--- src/rtl/proc_pkg.sv ---
// Shared types for the fetch stage: run-state encoding and next-PC select.
package proc_pkg;

    typedef enum logic [1:0] {
        IDLE   = 2'd0,
        ARM    = 2'd1,
        RUN    = 2'd2,
        HALTED = 2'd3
    } fetch_state_t;

    typedef enum logic [1:0] {
        SEL_HOLD = 2'd0,
        SEL_ABS  = 2'd1,
        SEL_REL  = 2'd2,
        SEL_INC  = 2'd3
    } pc_sel_t;

    localparam int START_ADDR_DEFAULT = 0;

endpackage

--- src/rtl/fetch_unit_if.sv ---
// Control/status bundle between the top level, controlpath and the fetch stage.
interface fetch_unit_if #(
    parameter int PC_W  = 10,
    parameter int OFF_W = 8,
    parameter int CNT_W = 16
);
    logic             START;
    logic             HALT;
    logic             CTRL_branch_rel_nz;
    logic             CTRL_branch_rel_z;
    logic             CTRL_branch_abs;
    logic             ZERO;
    logic [OFF_W-1:0] BR_OFFSET;
    logic [PC_W-1:0]  BR_TARGET;
    logic [PC_W-1:0]  PC;
    logic             RUNNING;
    logic             DONE;
    logic [CNT_W-1:0] INSTR_COUNT;

    modport master (
        output START, HALT, CTRL_branch_rel_nz, CTRL_branch_rel_z, CTRL_branch_abs,
        output ZERO, BR_OFFSET, BR_TARGET,
        input  PC, RUNNING, DONE, INSTR_COUNT
    );

    modport slave (
        input  START, HALT, CTRL_branch_rel_nz, CTRL_branch_rel_z, CTRL_branch_abs,
        input  ZERO, BR_OFFSET, BR_TARGET,
        output PC, RUNNING, DONE, INSTR_COUNT
    );
endinterface

--- src/rtl/fetch_unit_next_pc_sel.sv ---
// Next-PC priority mux: halt > absolute > taken relative > sequential.
module next_pc_sel
    import proc_pkg::*;
#(
    parameter int PC_W  = 10,
    parameter int OFF_W = 8
) (
    input  logic [PC_W-1:0]  pc,
    input  logic             halt,
    input  logic             branch_abs,
    input  logic             branch_rel_z,
    input  logic             branch_rel_nz,
    input  logic             zero,
    input  logic [OFF_W-1:0] br_offset,
    input  logic [PC_W-1:0]  br_target,
    output pc_sel_t          sel,
    output logic [PC_W-1:0]  next_pc
);

    if (OFF_W > PC_W) begin : g_bad_off_w
        $error("next_pc_sel: OFF_W must not exceed PC_W");
    end

    logic [PC_W-1:0] off_ext;

    // Sign-extending size cast; the add below then wraps modulo 2^PC_W.
    assign off_ext = PC_W'($signed(br_offset));

    always_comb begin
        // NOTE: every combinational output gets a default first so no path leaves it unassigned (no latch).
        sel     = SEL_INC;
        next_pc = pc + PC_W'(1);
        if (halt) begin
            sel     = SEL_HOLD;
            next_pc = pc;
        end else if (branch_abs) begin
            sel     = SEL_ABS;
            next_pc = br_target;
        end else if ((branch_rel_z && zero) || (branch_rel_nz && !zero)) begin
            sel     = SEL_REL;
            next_pc = pc + off_ext;
        end
    end

endmodule

--- src/rtl/fetch_unit.sv ---
// Instruction-fetch stage: owns PC, run state and the retired-instruction counter.
module fetch_unit
    import proc_pkg::*;
#(
    parameter int PC_W       = 10,
    parameter int OFF_W      = 8,
    parameter int START_ADDR = START_ADDR_DEFAULT,
    parameter int CNT_W      = 16
) (
    input logic         CLK,
    input logic         RESET_N,
    fetch_unit_if.slave bus
);

    localparam logic [PC_W-1:0] START_PC = PC_W'(START_ADDR);

    fetch_state_t     state_q, state_d;
    logic [PC_W-1:0]  pc_q;
    logic [PC_W-1:0]  next_pc;
    logic [CNT_W-1:0] cnt_q;
    pc_sel_t          pc_sel;

    next_pc_sel #(
        .PC_W  (PC_W),
        .OFF_W (OFF_W)
    ) u_next_pc_sel (
        .pc            (pc_q),
        .halt          (bus.HALT),
        .branch_abs    (bus.CTRL_branch_abs),
        .branch_rel_z  (bus.CTRL_branch_rel_z),
        .branch_rel_nz (bus.CTRL_branch_rel_nz),
        .zero          (bus.ZERO),
        .br_offset     (bus.BR_OFFSET),
        .br_target     (bus.BR_TARGET),
        .sel           (pc_sel),
        .next_pc       (next_pc)
    );

    // NOTE: sequential state uses non-blocking assignments so all registers update from pre-edge values.
    always_ff @(posedge CLK or negedge RESET_N) begin
        if (!RESET_N) begin
            state_q <= IDLE;
        end else begin
            state_q <= state_d;
        end
    end

    always_comb begin
        state_d = state_q;
        if (bus.START) begin
            state_d = ARM;
        end else begin
            case (state_q)
                IDLE:    state_d = IDLE;
                ARM:     state_d = RUN;
                RUN:     state_d = (pc_sel == SEL_HOLD) ? HALTED : RUN;
                HALTED:  state_d = HALTED;
                default: state_d = IDLE;
            endcase
        end
    end

    // PC and counter only move while running; START re-arms from any state.
    always_ff @(posedge CLK or negedge RESET_N) begin
        if (!RESET_N) begin
            pc_q  <= START_PC;
            cnt_q <= '0;
        end else if (bus.START) begin
            pc_q  <= START_PC;
            cnt_q <= '0;
        end else if (state_q == RUN) begin
            pc_q <= next_pc;
            if (cnt_q != '1) begin
                cnt_q <= cnt_q + CNT_W'(1);
            end
        end
    end

    assign bus.PC          = pc_q;
    assign bus.RUNNING     = (state_q == RUN);
    assign bus.DONE        = (state_q == HALTED);
    assign bus.INSTR_COUNT = cnt_q;

endmodule
--- src/flat_wrapper.sv ---
// flat-port wrapper written by rule: the top's interface ports become plain ports
module fetch_unit_flat import proc_pkg::*;
#(
    parameter int PC_W       = 10,
    parameter int OFF_W      = 8,
    parameter int START_ADDR = START_ADDR_DEFAULT,
    parameter int CNT_W      = 16
)
  (CLK, RESET_N, bus_START, bus_HALT, bus_CTRL_branch_rel_nz, bus_CTRL_branch_rel_z, bus_CTRL_branch_abs, bus_ZERO, bus_BR_OFFSET, bus_BR_TARGET, bus_PC, bus_RUNNING, bus_DONE, bus_INSTR_COUNT);
  fetch_unit_if #(.PC_W(PC_W), .OFF_W(OFF_W), .CNT_W(CNT_W)) bus_i ();
  input logic CLK;
  input logic RESET_N;
  input wire logic [$bits(bus_i.START)-1:0] bus_START;
  input wire logic [$bits(bus_i.HALT)-1:0] bus_HALT;
  input wire logic [$bits(bus_i.CTRL_branch_rel_nz)-1:0] bus_CTRL_branch_rel_nz;
  input wire logic [$bits(bus_i.CTRL_branch_rel_z)-1:0] bus_CTRL_branch_rel_z;
  input wire logic [$bits(bus_i.CTRL_branch_abs)-1:0] bus_CTRL_branch_abs;
  input wire logic [$bits(bus_i.ZERO)-1:0] bus_ZERO;
  input wire logic [$bits(bus_i.BR_OFFSET)-1:0] bus_BR_OFFSET;
  input wire logic [$bits(bus_i.BR_TARGET)-1:0] bus_BR_TARGET;
  output wire logic [$bits(bus_i.PC)-1:0] bus_PC;
  output wire logic [$bits(bus_i.RUNNING)-1:0] bus_RUNNING;
  output wire logic [$bits(bus_i.DONE)-1:0] bus_DONE;
  output wire logic [$bits(bus_i.INSTR_COUNT)-1:0] bus_INSTR_COUNT;
  assign bus_i.START = bus_START;
  assign bus_i.HALT = bus_HALT;
  assign bus_i.CTRL_branch_rel_nz = bus_CTRL_branch_rel_nz;
  assign bus_i.CTRL_branch_rel_z = bus_CTRL_branch_rel_z;
  assign bus_i.CTRL_branch_abs = bus_CTRL_branch_abs;
  assign bus_i.ZERO = bus_ZERO;
  assign bus_i.BR_OFFSET = bus_BR_OFFSET;
  assign bus_i.BR_TARGET = bus_BR_TARGET;
  assign bus_PC = bus_i.PC;
  assign bus_RUNNING = bus_i.RUNNING;
  assign bus_DONE = bus_i.DONE;
  assign bus_INSTR_COUNT = bus_i.INSTR_COUNT;
  fetch_unit #(.PC_W(PC_W), .OFF_W(OFF_W), .START_ADDR(START_ADDR), .CNT_W(CNT_W)) u_core (.CLK(CLK), .RESET_N(RESET_N), .bus(bus_i));
endmodule
--- config.mk ---
export PLATFORM = sky130hd
export DESIGN_NAME = fetch_unit_flat
export DESIGN_NICKNAME = d
export VERILOG_FILES = /design/src/rtl/proc_pkg.sv /design/src/rtl/fetch_unit_if.sv /design/src/rtl/fetch_unit_next_pc_sel.sv /design/src/rtl/fetch_unit.sv /design/src/flat_wrapper.sv
export SDC_FILE = /design/constraint.sdc
export NUM_CORES = 1
export LEC_CHECK = 0
export CAP_MARGIN = 25
export CORE_MARGIN = 8
export CORE_UTILIZATION = 42
export DETAILED_ROUTE_END_ITERATION = 6
export GPL_ROUTABILITY_DRIVEN = 0
export PLACE_DENSITY = 0.74
export SETUP_SLACK_MARGIN = 0.02
export SLEW_MARGIN = 40
export SYNTH_ARGS = -nofsm -noshare
export SYNTH_HDL_FRONTEND = slang
export SYNTH_SLANG_ARGS = --single-unit
--- constraint.sdc ---
create_clock -name CLK -period 2.4 [get_ports CLK]
set_input_delay 0.24 -clock CLK [delete_from_list [all_inputs] [get_ports CLK]]
set_output_delay 0.24 -clock CLK [all_outputs]
set_load 0.05 [all_outputs]
==> metrics.csv, run 1 <==
stage,metric,value,unit
floorplan,Die X-Extent,82.7,um
floorplan,initial core utilization,43.2,%
timing,"Hold Violations, Final",0,
pwr,Design Power,961,uW
clock_network,root buf cell,clkbuf_8,
pwr,Net Sw Power,267,uW
clock_network,postcts setup bufs,0,
pwr,cell area power density,371,nW/um^2
placed_design,DP HPWL,3.64,mm
layout,area delta synth->final,38.9,%
layout,Layout Cells excl Fill,301,
pwr,cell internal pwr,694,uW
flow_run,MaxCap Viol Count,0,
detailed_routing,drt total wl,4.77,mm
clock_network,CTS buffer count,3,
global_routing,first-pass GRT wire length,7.62,mm
layout,post-route cell area,2590,um^2
placed_design,DP Worst Slack,-345,ps
floorplan,FP Rows,24,
detailed_routing,Iteration-0 DRC Markers,40,
synthesis,Mapped Nets,222,
synthesis,"area leader, netlist",dfrtp_1,
clock_network,largest buffer count on any clock path,2,
detailed_routing,wire length per cell,15.8,um
synthesis,number of flops mapped to enable cells by yosys,0,
pwr,maximum vdd drop,0.254,mV
detailed_routing,first drt pass iteration count,5,
synthesis,Seq cells post-synth,28,
global_routing,GRT Total Usage,13.9,%
setup_path,Crit Path Category,input pin to flip-flop,
layout,share of cells above drive strength 1,14.5,%
layout,Fillers,395,
pwr,Reg power frac,51.0,%
synthesis,Yosys warning count,0,
synthesis,Synth top area share,37.5,%
pwr,Logic pwr share,21.7,%
floorplan,die height,82.7,um
floorplan,Placeable Area,4320,um^2
synthesis,Yosys cell types,49,
floorplan,Die ar.,6830,um^2
synthesis,Commonest cells post-synth,"dfrtp_1 (28), nor2_1 (20), xnor2_1 (18)",
clock_network,CTS tree,built,
clock_network,"Clk Latency, worst-skew pair",270,ps
global_routing,largest net degree at the start of global routing,29,
timing,final worst-path cycle share,96.2,%
layout,ANT cells,0,
pwr,clock share of power,27.3,%
timing,Slew Limit Headroom,63.6,%
global_routing,vias in the first global route,1671,
floorplan,I/O Pins,54,
timing,final worst slack,91.0,ps
synthesis,Mapped Area,1870,um^2
timing,pins over their slew limit,0,
clock_network,clock slew at reported path FFs,100,ps
timing,clock skew,7.70,ps
global_routing,antenna violations before repair,0,
placed_design,Placed Cells,298,
timing,RSZ-0062 raised after global routing,no,
setup_path,Setup crit end kind,flip-flop,
timing,Setup Viol. Count Final,0,
detailed_routing,Routed Antenna Nets,0,
detailed_routing,drt via density,5.46,
clock_network,H-tree lvl count,1,
setup_path,critical path launch point type,input pin,
synthesis,Synth area leaders,"dfrtp_1 (38%), xnor2_1 (8.4%), ha_1 (6.7%)",
synthesis,Synth Flop Type,dfrtp_1,
synthesis,post-synthesis sequential area ratio,37.5,%
detailed_routing,via count,1643,
global_routing,total gr overflow,0,
timing,Slew @ Worst Pin,546,ps
layout,nets@finish,288,
hold_path,worst min path class,input pin to async pin,
synthesis,syn avg cell area,10.1,um^2
pwr,leak pwr,0.00107,uW
synthesis,most common cell in the netlist,dfrtp_1,
synthesis,"FFs w/ async S/R, synth",100,%
detailed_routing,DRC violations left,0,
pwr,Sw Share,27.8,%
timing,Peak Freq,433,MHz
placed_design,placed cell area,2530,um^2
clock_network,clk sinks,28,
setup_path,"critical path fanouts, max",3,
setup_path,Worst Path Required,2570,ps
outcome,outcome,completed,
placed_design,number of buffers added on ports,53,
timing,Final Critical Period,2310,ps
synthesis,Gate Count Post-Synth,185,
setup_path,critical path arrival,2470,ps
-- final timing paths --
kind	startpoint	end	slack [ps]	depth (start not counted)
min in group CLK	u_core.bus.PC[5]	u_core.bus.PC[5]	550	2
min	RESET_N	u_core.bus.INSTR_COUNT[2]	340	2
min reg2reg	u_core.bus.PC[5]	u_core.bus.PC[5]	550	2
max reg2reg	u_core.bus.PC[0]	u_core.bus.PC[4]	470	7
max	bus_ZERO	u_core.bus.PC[4]	90	10
max in group asynchronous	RESET_N	u_core.bus.INSTR_COUNT[9]	1780	2
-- critical path, cell delays in order --
cell,delay [ps]
clkdlybuf4s50_1,470
mux2i_1,90
or2_2,280
ha_1,210
fa_2,380
a21o_1,200
a21oi_1,180
xnor2_1,130
o21ai_0,80
a22o_1,210
-- logic make-up (layout without fill, tap and decap cells) --
kind of cell | after synthesis | in the layout | share of synthesized area, %
AND/OR/NAND/NOR | 68 | 68 | 22.8
AO/OA/AOI/OAI | 45 | 45 | 16.8
flip-flops | 28 | 28 | 37.5
XOR/XNOR | 23 | 23 | 10.8
adder cells (fa/ha/maj) | 11 | 11 | 7.77
buffers and inverters | 6 | 70 | 2.08
multiplexers | 4 | 4 | 2.28
-- routing by layer --
metal | global-route usage (%) | vias to the layer above | share of wire (%)
met5 | 0 | - | 0
met4 | 2.59 | 0 | 0.44
met3 | 3.46 | 2 | 7.0
met2 | 23.9 | 50 | 49
met1 | 17.3 | 781 | 43
li1 | - | 810 | -
-- power groups by stage --
stage | combinational (uW) | clock (uW) | sequential [uW]
6_report | 209 | 262 | 490
5_1_grt | 227 | 279 | 492
4_1_cts | 209 | 273 | 490
3_5_place_dp | 208 | 0 | 499
3_3_place_gp | 205 | 0 | 499
2_1_floorplan | 88.5 | 0 | 518
-- flip-flops by register name, indices dropped and copies added (netlist names) --
name                    count
u_core.state_q              2
u_core.bus.PC              10
u_core.bus.INSTR_COUNT     16
-- stage by stage --
step                      TNS (ps)  hold slack, ps  utilization [%]
after global routing             0             372             60.0
after CTS                        0             355             59.5
after global placement        -800             521             58.3
final                            0             339             60.0
after floorplan                  0           -55.6                -
after detailed placement     -1130             522             58.4
-- layout make-up --
class                   count  area, um^2  share of cell area [%]
multi-input cells         151        1160                    44.6
flip-flops and latches     28         701                    27.0
repair buffers             65         621                    23.9
well taps                  52        65.1                    2.51
clock buffers               3        41.3                    1.59
inverters                   2        8.76                   0.338
-- timing repair --
| action | CTS | global route |
|---|---|---|
| resized for setup | 1 | 4 |
| endpoints found under the setup margin | 2 | 5 |
| hold endpoints to repair | 0 | 0 |
| hold buffers | 0 | 0 |
-- layout by cell type (no fill, tap or decap), drive strengths merged, types with 2 or more instances in the layout --
master | synthesis | final
clkdlybuf4s50 | 0 | 53
dfrtp | 28 | 28
nor2 | 20 | 20
xnor2 | 18 | 18
buf | 2 | 12
a21oi | 12 | 12
o21ai | 11 | 11
ha | 10 | 10
nor2b | 8 | 8
nand2 | 8 | 8
a32oi | 6 | 6
nor4 | 6 | 6
xor2 | 5 | 5
a22o | 4 | 4
nor3 | 4 | 4
nand4 | 4 | 4
nand3 | 3 | 3
clkbuf | 2 | 3
or2 | 3 | 3
nand2b | 3 | 3
nor4b | 3 | 3
mux2i | 2 | 2
mux2 | 2 | 2
and2 | 2 | 2
o22ai | 2 | 2
Power figures use the tool's default switching activity.
==> inputs of run 2 (changes only) <==
--- a/config.mk
+++ b/config.mk
@@ -10,7 +10,7 @@
 export CORE_UTILIZATION = 42
 export DETAILED_ROUTE_END_ITERATION = 6
 export GPL_ROUTABILITY_DRIVEN = 0
-export PLACE_DENSITY = 0.74
+export PLACE_DENSITY = 0.77
 export SETUP_SLACK_MARGIN = 0.02
 export SLEW_MARGIN = 40
 export SYNTH_ARGS = -nofsm -noshare
==> metrics.csv, run 2 (synthesis results as in run 1) <==
stage,metric,value,unit
outcome,outcome,completed,
setup_path,crit-path max cell delay,470,ps
detailed_routing,DRC violations left,0,
timing,Slew Limit Headroom,63.7,%
setup_path,"critical path fanouts, max",3,
clock_network,CTS buffer count,3,
setup_path,slowest CP cell,clkdlybuf4s50_1,
layout,"most common cell after layout, fill and taps aside",clkdlybuf4s50_1,
floorplan,Placeable Area,4320,um^2
clock_network,CTS tree,built,
timing,Total Neg Setup Slack,0,ps
timing,clock skew,1.52,ps
detailed_routing,wire length per cell,15.7,um
timing,pins over their slew limit,0,
layout,share of cells above drive strength 1,15.1,%
global_routing,total gr overflow,0,
clock_network,postcts setup bufs,0,
floorplan,Die ar.,6830,um^2
clock_network,"Clk Latency, worst-skew pair",280,ps
layout,nets@finish,289,
layout,Layout Cells excl Fill,303,
setup_path,critical path launch point type,input pin,
global_routing,GRT Total Usage,14.7,%
floorplan,die height,82.7,um
timing,Peak Freq,435,MHz
clock_network,largest buffer count on any clock path,2,
pwr,leak pwr,0.00109,uW
global_routing,largest net degree at the start of global routing,29,
setup_path,Setup crit end kind,flip-flop,
pwr,maximum vdd drop,0.265,mV
setup_path,Crit Path Category,input pin to flip-flop,
timing,Setup Viol. Count Final,0,
hold_path,worst min path class,input pin to async pin,
clock_network,clk sinks,28,
detailed_routing,first drt pass iteration count,4,
timing,final worst-path cycle share,95.7,%
floorplan,I/O Pins,54,
layout,ANT cells,0,
clock_network,H-tree lvl count,1,
layout,max FFs per register,16,
setup_path,critical path arrival,2480,ps
timing,Final Critical Period,2300,ps
setup_path,CP Cell Sequence,clkdlybuf4s50_1 -> mux2i_1 -> or2_2 -> ha_1 -> fa_2 -> a21o_1 -> a21oi_1 -> xnor2_1 -> o21ai_0 -> a22o_1,
clock_network,root buf cell,clkbuf_8,
floorplan,initial core utilization,43.2,%
placed_design,number of buffers added on ports,53,
global_routing,first-pass GRT wire length,7.92,mm
clock_network,clock slew at reported path FFs,100,ps
timing,Slew @ Worst Pin,544,ps
layout,area delta synth->final,40.7,%
global_routing,vias in the first global route,1717,
timing,RSZ-0062 raised after global routing,yes,
pwr,cell area power density,415,nW/um^2
floorplan,Die X-Extent,82.7,um
detailed_routing,drt total wl,4.76,mm
clock_network,hold_buf cts,0,
detailed_routing,Routed Antenna Nets,0,
layout,Fillers,408,
detailed_routing,drt via density,5.43,
detailed_routing,Iteration-0 DRC Markers,23,
timing,"Hold Violations, Final",0,
layout,most frequent cells in the layout,"clkdlybuf4s50_1 (53), dfrtp_1 (28), nor2_1 (20)",
detailed_routing,via count,1646,
placed_design,DP HPWL,3.74,mm
placed_design,Placed Cells,299,
setup_path,Worst Path Required,2580,ps
flow_run,MaxCap Viol Count,0,
floorplan,FP Rows,24,
global_routing,antenna violations before repair,0,
run 2: cell count changes in the layout (fill, tap and decap cells not counted), sizes merged:
cell / before / now
bufinv: 0 / 1
buf: 12 / 13
run 2: metal layers:
| layer | up-vias | global-route usage, % | routed length (um) |
|---|---|---|---|
| met5 | - | 0 | 0 |
| met1 | 787 | 17.4 | 2040 |
| met2 | 47 | 26.1 | 2390 |
| met4 | 0 | 3.97 | 34 |
| li1 | 808 | - | - |
| met3 | 4 | 3.03 | 295 |
run 2: per-stage QoR:
| step | area (um^2) | setup WS, ps | utilization, % | total power [uW] | hold slack [ps] |
|---|---|---|---|---|---|
| floorplan | 1870 | 178 | - | 607 | -55.6 |
| global placement | 2530 | -265 | 58.5 | 705 | 513 |
| detailed placement | 2530 | -403 | 58.6 | 710 | 525 |
| CTS | 2610 | 28.0 | 60.4 | 1090 | 350 |
| global route | 2630 | -6.46 | 60.7 | 1130 | 357 |
| finish | 2630 | 103 | 60.7 | 1090 | 337 |
run 2: worst paths after layout:
| path | from | end | slack (ps) | cells after the start |
|---|---|---|---|---|
| min in group CLK | u_core.bus.PC[7] | u_core.bus.PC[7] | 560 | 2 |
| max in group asynchronous | RESET_N | u_core.bus.INSTR_COUNT[14] | 1790 | 2 |
| worst max register to register | u_core.bus.PC[0] | u_core.bus.PC[4] | 470 | 7 |
| worst max-delay path | bus_ZERO | u_core.bus.PC[4] | 100 | 10 |
| worst min-delay path | RESET_N | u_core.bus.INSTR_COUNT[3] | 340 | 2 |
| worst min register to register | u_core.bus.PC[7] | u_core.bus.PC[7] | 560 | 2 |
run 2: power by group:
part           total [uW]  internal [uW]  leakage [uW]  switching (uW)
Combinational         212            103      0.000671             109
Clock                 387            224     0.0000357             163
Sequential            490            480      0.000385            10.5
Total                1090            806       0.00109             283
run 2: final cells by class:
type | count | area [um^2] | area share, %
clock buffer | 3 | 41.3 | 1.57
clock inverter | 1 | 30.0 | 1.14
inverter | 2 | 8.76 | 0.333
multi-input combinational | 151 | 1150 | 43.9
sequential | 28 | 701 | 26.7
tap | 52 | 65.1 | 2.48
timing repair buffer | 66 | 628 | 23.9
run 2: critical path, delay by kind of cell:
kind / cells / cell delay, ps
AO/OA/AOI/OAI: 4 / 670
XOR/XNOR: 1 / 130
adder cells (fa/ha/maj): 2 / 590
buffers and inverters: 1 / 470
multiplexers: 1 / 90
AND/OR/NAND/NOR: 1 / 280
run 2: what timing repair did:
action | 4_1_cts | 5_1_grt
endpoints found under the hold margin | 0 | 0
pin swaps | 1 | 0
endpoints found under the setup margin | 2 | 4
resized for setup | 1 | 4
